**src/rtl/button_event_if.sv**
```systemverilog
// Signal bundle between the button debouncer side and the event generator.
// master drives enable and button level; slave produces the event pulses.
interface button_event_if;
    logic en;
    logic clean_btn;
    logic press_pulse;
    logic release_pulse;
    logic long_pulse;
    logic repeat_pulse;
    logic held;

    modport master (
        output en, clean_btn,
        input  press_pulse, release_pulse, long_pulse, repeat_pulse, held
    );

    modport slave (
        input  en, clean_btn,
        output press_pulse, release_pulse, long_pulse, repeat_pulse, held
    );
endinterface

```
**src/rtl/button_event.sv**
```systemverilog
// Turns a debounced button level into single-cycle press/release/long/repeat events
// plus a registered held level for the time-set controller.
module button_event #(
    parameter int unsigned LONG_CYCLES   = 100_000_000,
    parameter int unsigned REPEAT_CYCLES = 20_000_000,
    parameter int unsigned CNT_W         = 27
) (
    input  logic          clk,
    input  logic          rst,
    button_event_if.slave bus
);

    typedef enum logic [1:0] {
        IDLE,
        PRESSED,
        REPEAT
    } state_t;

    localparam logic [CNT_W-1:0] LONG_LAST   = CNT_W'(LONG_CYCLES - 1);
    localparam logic [CNT_W-1:0] REPEAT_LAST = CNT_W'(REPEAT_CYCLES - 1);

    state_t           state, state_nx;
    logic [CNT_W-1:0] count, count_nx;
    logic             btn_q;
    logic             rise;

    logic press_nx, release_nx, long_nx, repeat_nx, held_nx;
    logic press_r, release_r, long_r, repeat_r, held_r;

    assign rise = bus.clean_btn & ~btn_q;

    always_comb begin
        state_nx   = state;
        count_nx   = count;
        press_nx   = 1'b0;
        release_nx = 1'b0;
        long_nx    = 1'b0;
        repeat_nx  = 1'b0;

        // Disable overrides everything, including a pending release.
        if (!bus.en) begin
            state_nx = IDLE;
            count_nx = '0;
        end else begin
            case (state)
                IDLE: begin
                    if (rise) begin
                        state_nx = PRESSED;
                        count_nx = '0;
                        press_nx = 1'b1;
                    end
                end
                PRESSED: begin
                    if (!bus.clean_btn) begin
                        state_nx   = IDLE;
                        count_nx   = '0;
                        release_nx = 1'b1;
                    end else if (count == LONG_LAST) begin
                        state_nx  = REPEAT;
                        count_nx  = '0;
                        long_nx   = 1'b1;
                        repeat_nx = 1'b1;
                    end else begin
                        count_nx = count + CNT_W'(1);
                    end
                end
                REPEAT: begin
                    if (!bus.clean_btn) begin
                        state_nx   = IDLE;
                        count_nx   = '0;
                        release_nx = 1'b1;
                    end else if (count == REPEAT_LAST) begin
                        count_nx  = '0;
                        repeat_nx = 1'b1;
                    end else begin
                        count_nx = count + CNT_W'(1);
                    end
                end
                default: begin
                    state_nx = IDLE;
                    count_nx = '0;
                end
            endcase
        end

        held_nx = (state_nx != IDLE);
    end

    always_ff @(posedge clk or posedge rst) begin
        if (rst) begin
            state     <= IDLE;
            count     <= '0;
            btn_q     <= 1'b0;
            press_r   <= 1'b0;
            release_r <= 1'b0;
            long_r    <= 1'b0;
            repeat_r  <= 1'b0;
            held_r    <= 1'b0;
        end else begin
            state     <= state_nx;
            count     <= count_nx;
            btn_q     <= bus.clean_btn;
            press_r   <= press_nx;
            release_r <= release_nx;
            long_r    <= long_nx;
            repeat_r  <= repeat_nx;
            held_r    <= held_nx;
        end
    end

    assign bus.press_pulse   = press_r;
    assign bus.release_pulse = release_r;
    assign bus.long_pulse    = long_r;
    assign bus.repeat_pulse  = repeat_r;
    assign bus.held          = held_r;

endmodule

```
**src/flat_wrapper.sv**
```systemverilog
// flat-port wrapper written by rule: the top's interface ports become plain ports
module button_event_flat 
#(
    parameter int unsigned LONG_CYCLES   = 100_000_000,
    parameter int unsigned REPEAT_CYCLES = 20_000_000,
    parameter int unsigned CNT_W         = 27
)
  (clk, rst, bus_en, bus_clean_btn, bus_press_pulse, bus_release_pulse, bus_long_pulse, bus_repeat_pulse, bus_held);
  button_event_if bus_i ();
  input  logic clk;
  input  logic rst;
  input wire logic [$bits(bus_i.en)-1:0] bus_en;
  input wire logic [$bits(bus_i.clean_btn)-1:0] bus_clean_btn;
  output wire logic [$bits(bus_i.press_pulse)-1:0] bus_press_pulse;
  output wire logic [$bits(bus_i.release_pulse)-1:0] bus_release_pulse;
  output wire logic [$bits(bus_i.long_pulse)-1:0] bus_long_pulse;
  output wire logic [$bits(bus_i.repeat_pulse)-1:0] bus_repeat_pulse;
  output wire logic [$bits(bus_i.held)-1:0] bus_held;
  assign bus_i.en = bus_en;
  assign bus_i.clean_btn = bus_clean_btn;
  assign bus_press_pulse = bus_i.press_pulse;
  assign bus_release_pulse = bus_i.release_pulse;
  assign bus_long_pulse = bus_i.long_pulse;
  assign bus_repeat_pulse = bus_i.repeat_pulse;
  assign bus_held = bus_i.held;
  button_event #(.LONG_CYCLES(LONG_CYCLES), .REPEAT_CYCLES(REPEAT_CYCLES), .CNT_W(CNT_W)) u_core (.clk(clk), .rst(rst), .bus(bus_i));
endmodule
```
**config.mk**
```make
export PLATFORM = sky130hd
export DESIGN_NAME = button_event_flat
export DESIGN_NICKNAME = d
export VERILOG_FILES = /design/src/rtl/button_event_if.sv /design/src/rtl/button_event.sv /design/src/flat_wrapper.sv
export SDC_FILE = /design/constraint.sdc
export NUM_CORES = 1
export LEC_CHECK = 0
export CAP_MARGIN = 25
export CORE_MARGIN = 3
export CORE_UTILIZATION = 40
export CTS_BUF_LIST = sky130_fd_sc_hd__clkbuf_8
export DETAILED_ROUTE_END_ITERATION = 7
export GPL_ROUTABILITY_DRIVEN = 0
export PLACE_DENSITY_LB_ADDON = 0.1
export SETUP_SLACK_MARGIN = 0.1
export SLEW_MARGIN = 20
export SYNTH_ARGS = -nofsm -noshare
export SYNTH_HDL_FRONTEND = slang
export SYNTH_SLANG_ARGS = --single-unit
```
**constraint.sdc**
```tcl
create_clock -name clk -period 3 [get_ports clk]
set_input_delay 0.6 -clock clk [delete_from_list [all_inputs] [get_ports clk]]
set_output_delay 0.6 -clock clk [all_outputs]
set_load 0.03 [all_outputs]
```
# After elaboration in Yosys (flattened, before gate mapping)
# Index checks and enable logic that the tools add are counted.
classes:
  bitwise_logic: 2
  addsub: 1
  eq_ne: 5
  reduce_logical: 3
  muxes: 27
op_table:
  columns: ["op", "count"]
  rows:
  - ["2-to-1 mux 27 bit", 6]
  - ["one-hot mux 27 bit (3 select lines)", 1]
  - ["adder 27 x 1 -> 27 bit (second input constant)", 1]
  - ["== test 27 x 25 -> 1 bit (second input constant)", 1]
  - ["== test 27 bit (second input constant)", 1]
  - ["2-to-1 mux 1 bit", 13]
  - ["2-to-1 mux 2 bit", 5]
  - ["one-hot mux 2 bit (3 select lines)", 1]
  - ["!= test 3 x 2 -> 1 bit (second input constant)", 1]
  - ["== test 2 x 1 -> 1 bit (second input constant)", 1]
  - ["== test 2 bit (second input constant)", 1]
  - ["zero test 2 bit", 1]
  - ["one-hot mux 1 bit (2 select lines)", 1]
  - ["nonzero test 2 bit", 1]
  - ["OR reduction 2 bit", 1]
  - ["bitwise AND 1 bit", 1]
  - ["inverter 1 bit", 1]
word_totals:
  reg_bits: 35
  out_inout_bits: 5

# Depth between registers and ports, before layout
logic_depth:
  depth_word: 6
  mapped_depth: 9
  mapped_depth_nobuf: 8

# Worst setup path before layout
# OpenSTA, ideal clock, no wires.
synth_timing:
  path_type: "register to register"
  from: "register u_core.count[11]"
  to: "register u_core.count[11]"
  arrival_time_ps: 1930
  slack_ps: 947
  stages_incl_launch_ff: 8
  setup_ps: 123
  path_buffers: 1
  path_cell_list: "dfrtp_1 nand4b_1 or4_4 nor4_4 o22ai_1 buf_4 nor2_1 nor2_1"
synth_between:
  elab_chain_len: 5
  elab_cells_between_ends: 9
  cone_classes: "add/sub (1); eq/ne (2); mux (6)"
synth_lines:
  columns: ["item", "line_no", "rtl"]
  rows:
  - ["from (decl)", "button_event.sv:23", "logic [CNT_W-1:0] count, count_nx;"]
  - ["from (signal assigned)", "button_event.sv:101", "count <= count_nx;"]
  - ["adder 27 x 1 -> 27 bit (tied with other cells)", "button_event.sv:64, button_event.sv:76", null]
  - ["2-to-1 mux 27 bit (on tied branches)", "button_event.sv:72, button_event.sv:58", null]
  - ["2-to-1 mux 27 bit (on tied branches)", "button_event.sv:68, button_event.sv:54", null]
  - ["one-hot mux 27 bit (3 select lines) (*)", "button_event.sv:45", "case (state)"]
  - ["2-to-1 mux 27 bit (*)", "button_event.sv:41", "if (!bus.en) begin"]
# Mark *: on every way between the ends. The rest lies on a longest branch, timed or not.
# A chain may end at the register's enable or synchronous reset.

# Worst setup path after layout
layout_timing:
  from: "register u_core.count[0]"
  to: "register u_core.count[5]"
# Same word-level chain as after synthesis.

==> impl_metrics.ini <==
[sta]
fin_crit_sh_pct = 81.9
fmax_mhz = 407
rsz0062_at_grt = false
finalSetupViolCount = 0
slew_headroom_pct = 68.2
tightest_slew_ps = 472
min_period_ps = 2460
hold_viol = 0
slew_violations = 0
fin_tns_setup_ps = 0
skew_ps = 5.96

[floorplanning]
coreArea_mm2 = 0.00482
ioPinCount = 9
row_count = 25
fp.dieW_um = 77.3
die-area_mm2 = 0.00598
start_util_pct = 42.3
die_h_um = 77.3

[pwr]
vdd_drop_max_uv = 305
leakage_nw = 0.914
power_uw = 882
power.density_mw_per_mm2 = 387

[logic_synthesis]
synth_area_leader_cell = dfrtp_1
ys_types = 44
netlist_area_mm2 = 0.00204
synth_area_leaders = dfrtp_1, nand2_1, a21oi_1, a31oi_1, nand4_1
synth_edf_count = 0
syn-num-nets = 240
synth-seq-cells = 35
async_flop_share_pct = 100
yosys_most_used_dff = dfrtp_1
syn_inst = 231
ys_top_cells_by_count = dfrtp_1, nand2_1, a21oi_1
seq_area_frac_synth_pct = 43.0
syn-mean-instance-area_um2 = 8.81
synth_top_area_share_pct = 43.0
yosysWarnings = 0

[setup_path]
arrival_ps = 2630
rr_worst_depth = 7
rrSetupSlack_ps = 540
rr_startpoint = u_core.count[0]$_DFFE_PP0P_
critPathCaptureType = register
startpoint_type = register
crit_chain = ha_1, and4_1, nand4_1, o21ai_1, nand2_2, a31oi_1, a31oi_1
cp.required_ps = 3180
r2r-end = u_core.count[5]$_DFFE_PP0P_
cpMaxStageDelayCell = dfrtp_1
crit_family = simple AND/OR/NAND/NOR gates
path_max_fanout = 26
path_class = register to register
critPathMaxStageDelay_ps = 410
cpMostUsedCell = a31oi_1
cp.buffers_inverters = 0

[cts]
cts.clk_slew.worst_paths_ps = 70
clockBufferDepth = 2
clock_latency_ps = 300
cts_tree = yes
cts_resized = 0
postCtsHoldBufs = 0
cts_root_buf = clkbuf_8
post_cts_buffers = 0
cts_max_level = 2
clock-sinks = 35
cts_buffers = 5

[grt]
grt-ovfl-total = 0
antenna_found_initial = 0
grt_pass1_wl_mm = 8.29
grt_pass1_vias = 1642
track_usage_pct = 17.5
grt_max_degree = 36

[final_layout]
fin_cells = 312
post-route-util_pct = 47.3
area_delta_synth_final_pct = 12.0
final_nets = 253
num_antenna_cells = 0
drive_above_1_share_pct = 8.57
n_fill_cell = 498

[detailed_routing]
viasPerCell = 5.49
drcViolationCount = 0
drt-initial-drc-count = 89
wl_mm = 4.62
wl_per_cell_um = 14.8
ant_nets = 0
num_vias = 1713
drt_first_pass_iters = 4

[min_path]
hold_start = u_core.count[7]$_DFFE_PP0P_
min_path_cells = 1
min_to = u_core.count[7]$_DFFE_PP0P_
hold_class = register to register

[placement]
place_hpwl_mm = 3.28
io_buffers = 8
dp_cells = 304

[job]
cap_violations = 0

[status]
outcome = completed
==> layer usage <==
layer,track usage [%],vias up,wire (um)
li1,-,871,-
met1,25.9,802,2340
met2,24.7,32,1970
met3,3.48,8,241
met4,7.47,0,66
met5,0,-,0
==> per-stage QoR <==
stage                     setup WS [ps]  area (um2)  hold slack [ps]
after floorplan                     947        2040              464
after CTS                           505        2280              522
after detailed placement            346        2200              505
after global routing                296        2280              539
after global placement              407        2200              499
final                               543        2280              517
==> where the power goes <==
part | leakage [nW] | total, mW | internal (mW) | switching (mW)
sequential | 0.485 | 0.479 | 0.476 | 0.00255
clock | 0.0477 | 0.330 | 0.159 | 0.172
combinational | 0.381 | 0.0729 | 0.0244 | 0.0485
==> placed cells by master, fill, tap and decap left out, types with 8 or more instances in the layout <==
| cell type | n |
|---|---|
| clkdlybuf4s50_1 | 8 |
| a21oi_1 | 20 |
| a31oi_1 | 16 |
| o21ai_0 | 8 |
| nand4_1 | 11 |
| nor2_1 | 17 |
| dfrtp_1 | 35 |
| nand3_1 | 11 |
| nand2_1 | 35 |
| inv_1 | 11 |
==> layout make-up <==
| cell class | count | area (um2) | area share (%) |
|---|---|---|---|
| timing repair buffer | 14 | 125 | 5.49 |
| tap | 67 | 83.8 | 3.68 |
| multi-input combinational | 177 | 1070 | 46.9 |
| clock inverter | 3 | 15.0 | 0.659 |
| sequential | 35 | 876 | 38.4 |
| inverter | 11 | 41.3 | 1.81 |
| clock buffer | 5 | 68.8 | 3.02 |
==> flip-flops by register name, summed over array words and instances, names as in the netlist <==
name	flops
u_core.bus.press_pulse	1
u_core.bus.release_pulse	1
u_core.bus.long_pulse	1
u_core.bus.held	1
u_core.bus.repeat_pulse	1
u_core.state	2
u_core.btn_q	1
u_core.count	27
==> worst max-delay path by stage <==
stage	start	to	cells past startpoint
after floorplan	u_core.count[11]$_DFFE_PP0P_	u_core.count[11]$_DFFE_PP0P_	7
after global placement	bus_clean_btn	u_core.count[22]$_DFFE_PP0P_	7
after detailed placement	bus_clean_btn	u_core.count[21]$_DFFE_PP0P_	7
after CTS	u_core.count[0]$_DFFE_PP0P_	u_core.count[5]$_DFFE_PP0P_	7
after global routing	u_core.count[0]$_DFFE_PP0P_	u_core.count[5]$_DFFE_PP0P_	7
final	u_core.count[0]$_DFFE_PP0P_	u_core.count[5]$_DFFE_PP0P_	7
==> cells by family (layout without fill, tap and decap cells) <==
kind of cell    after synthesis  after routing  synth area share, %
compound gates               55             55                 16.7
xor+xnor                      3              3                 1.29
fa+ha+maj                     5              5                 3.07
buf+inv                      19             33                 4.43
flops                        35             35                 43.0
mux                           3              3                 1.54
simple gates                111            111                 29.9
Note: power is estimated with default switching activity, not from simulation.
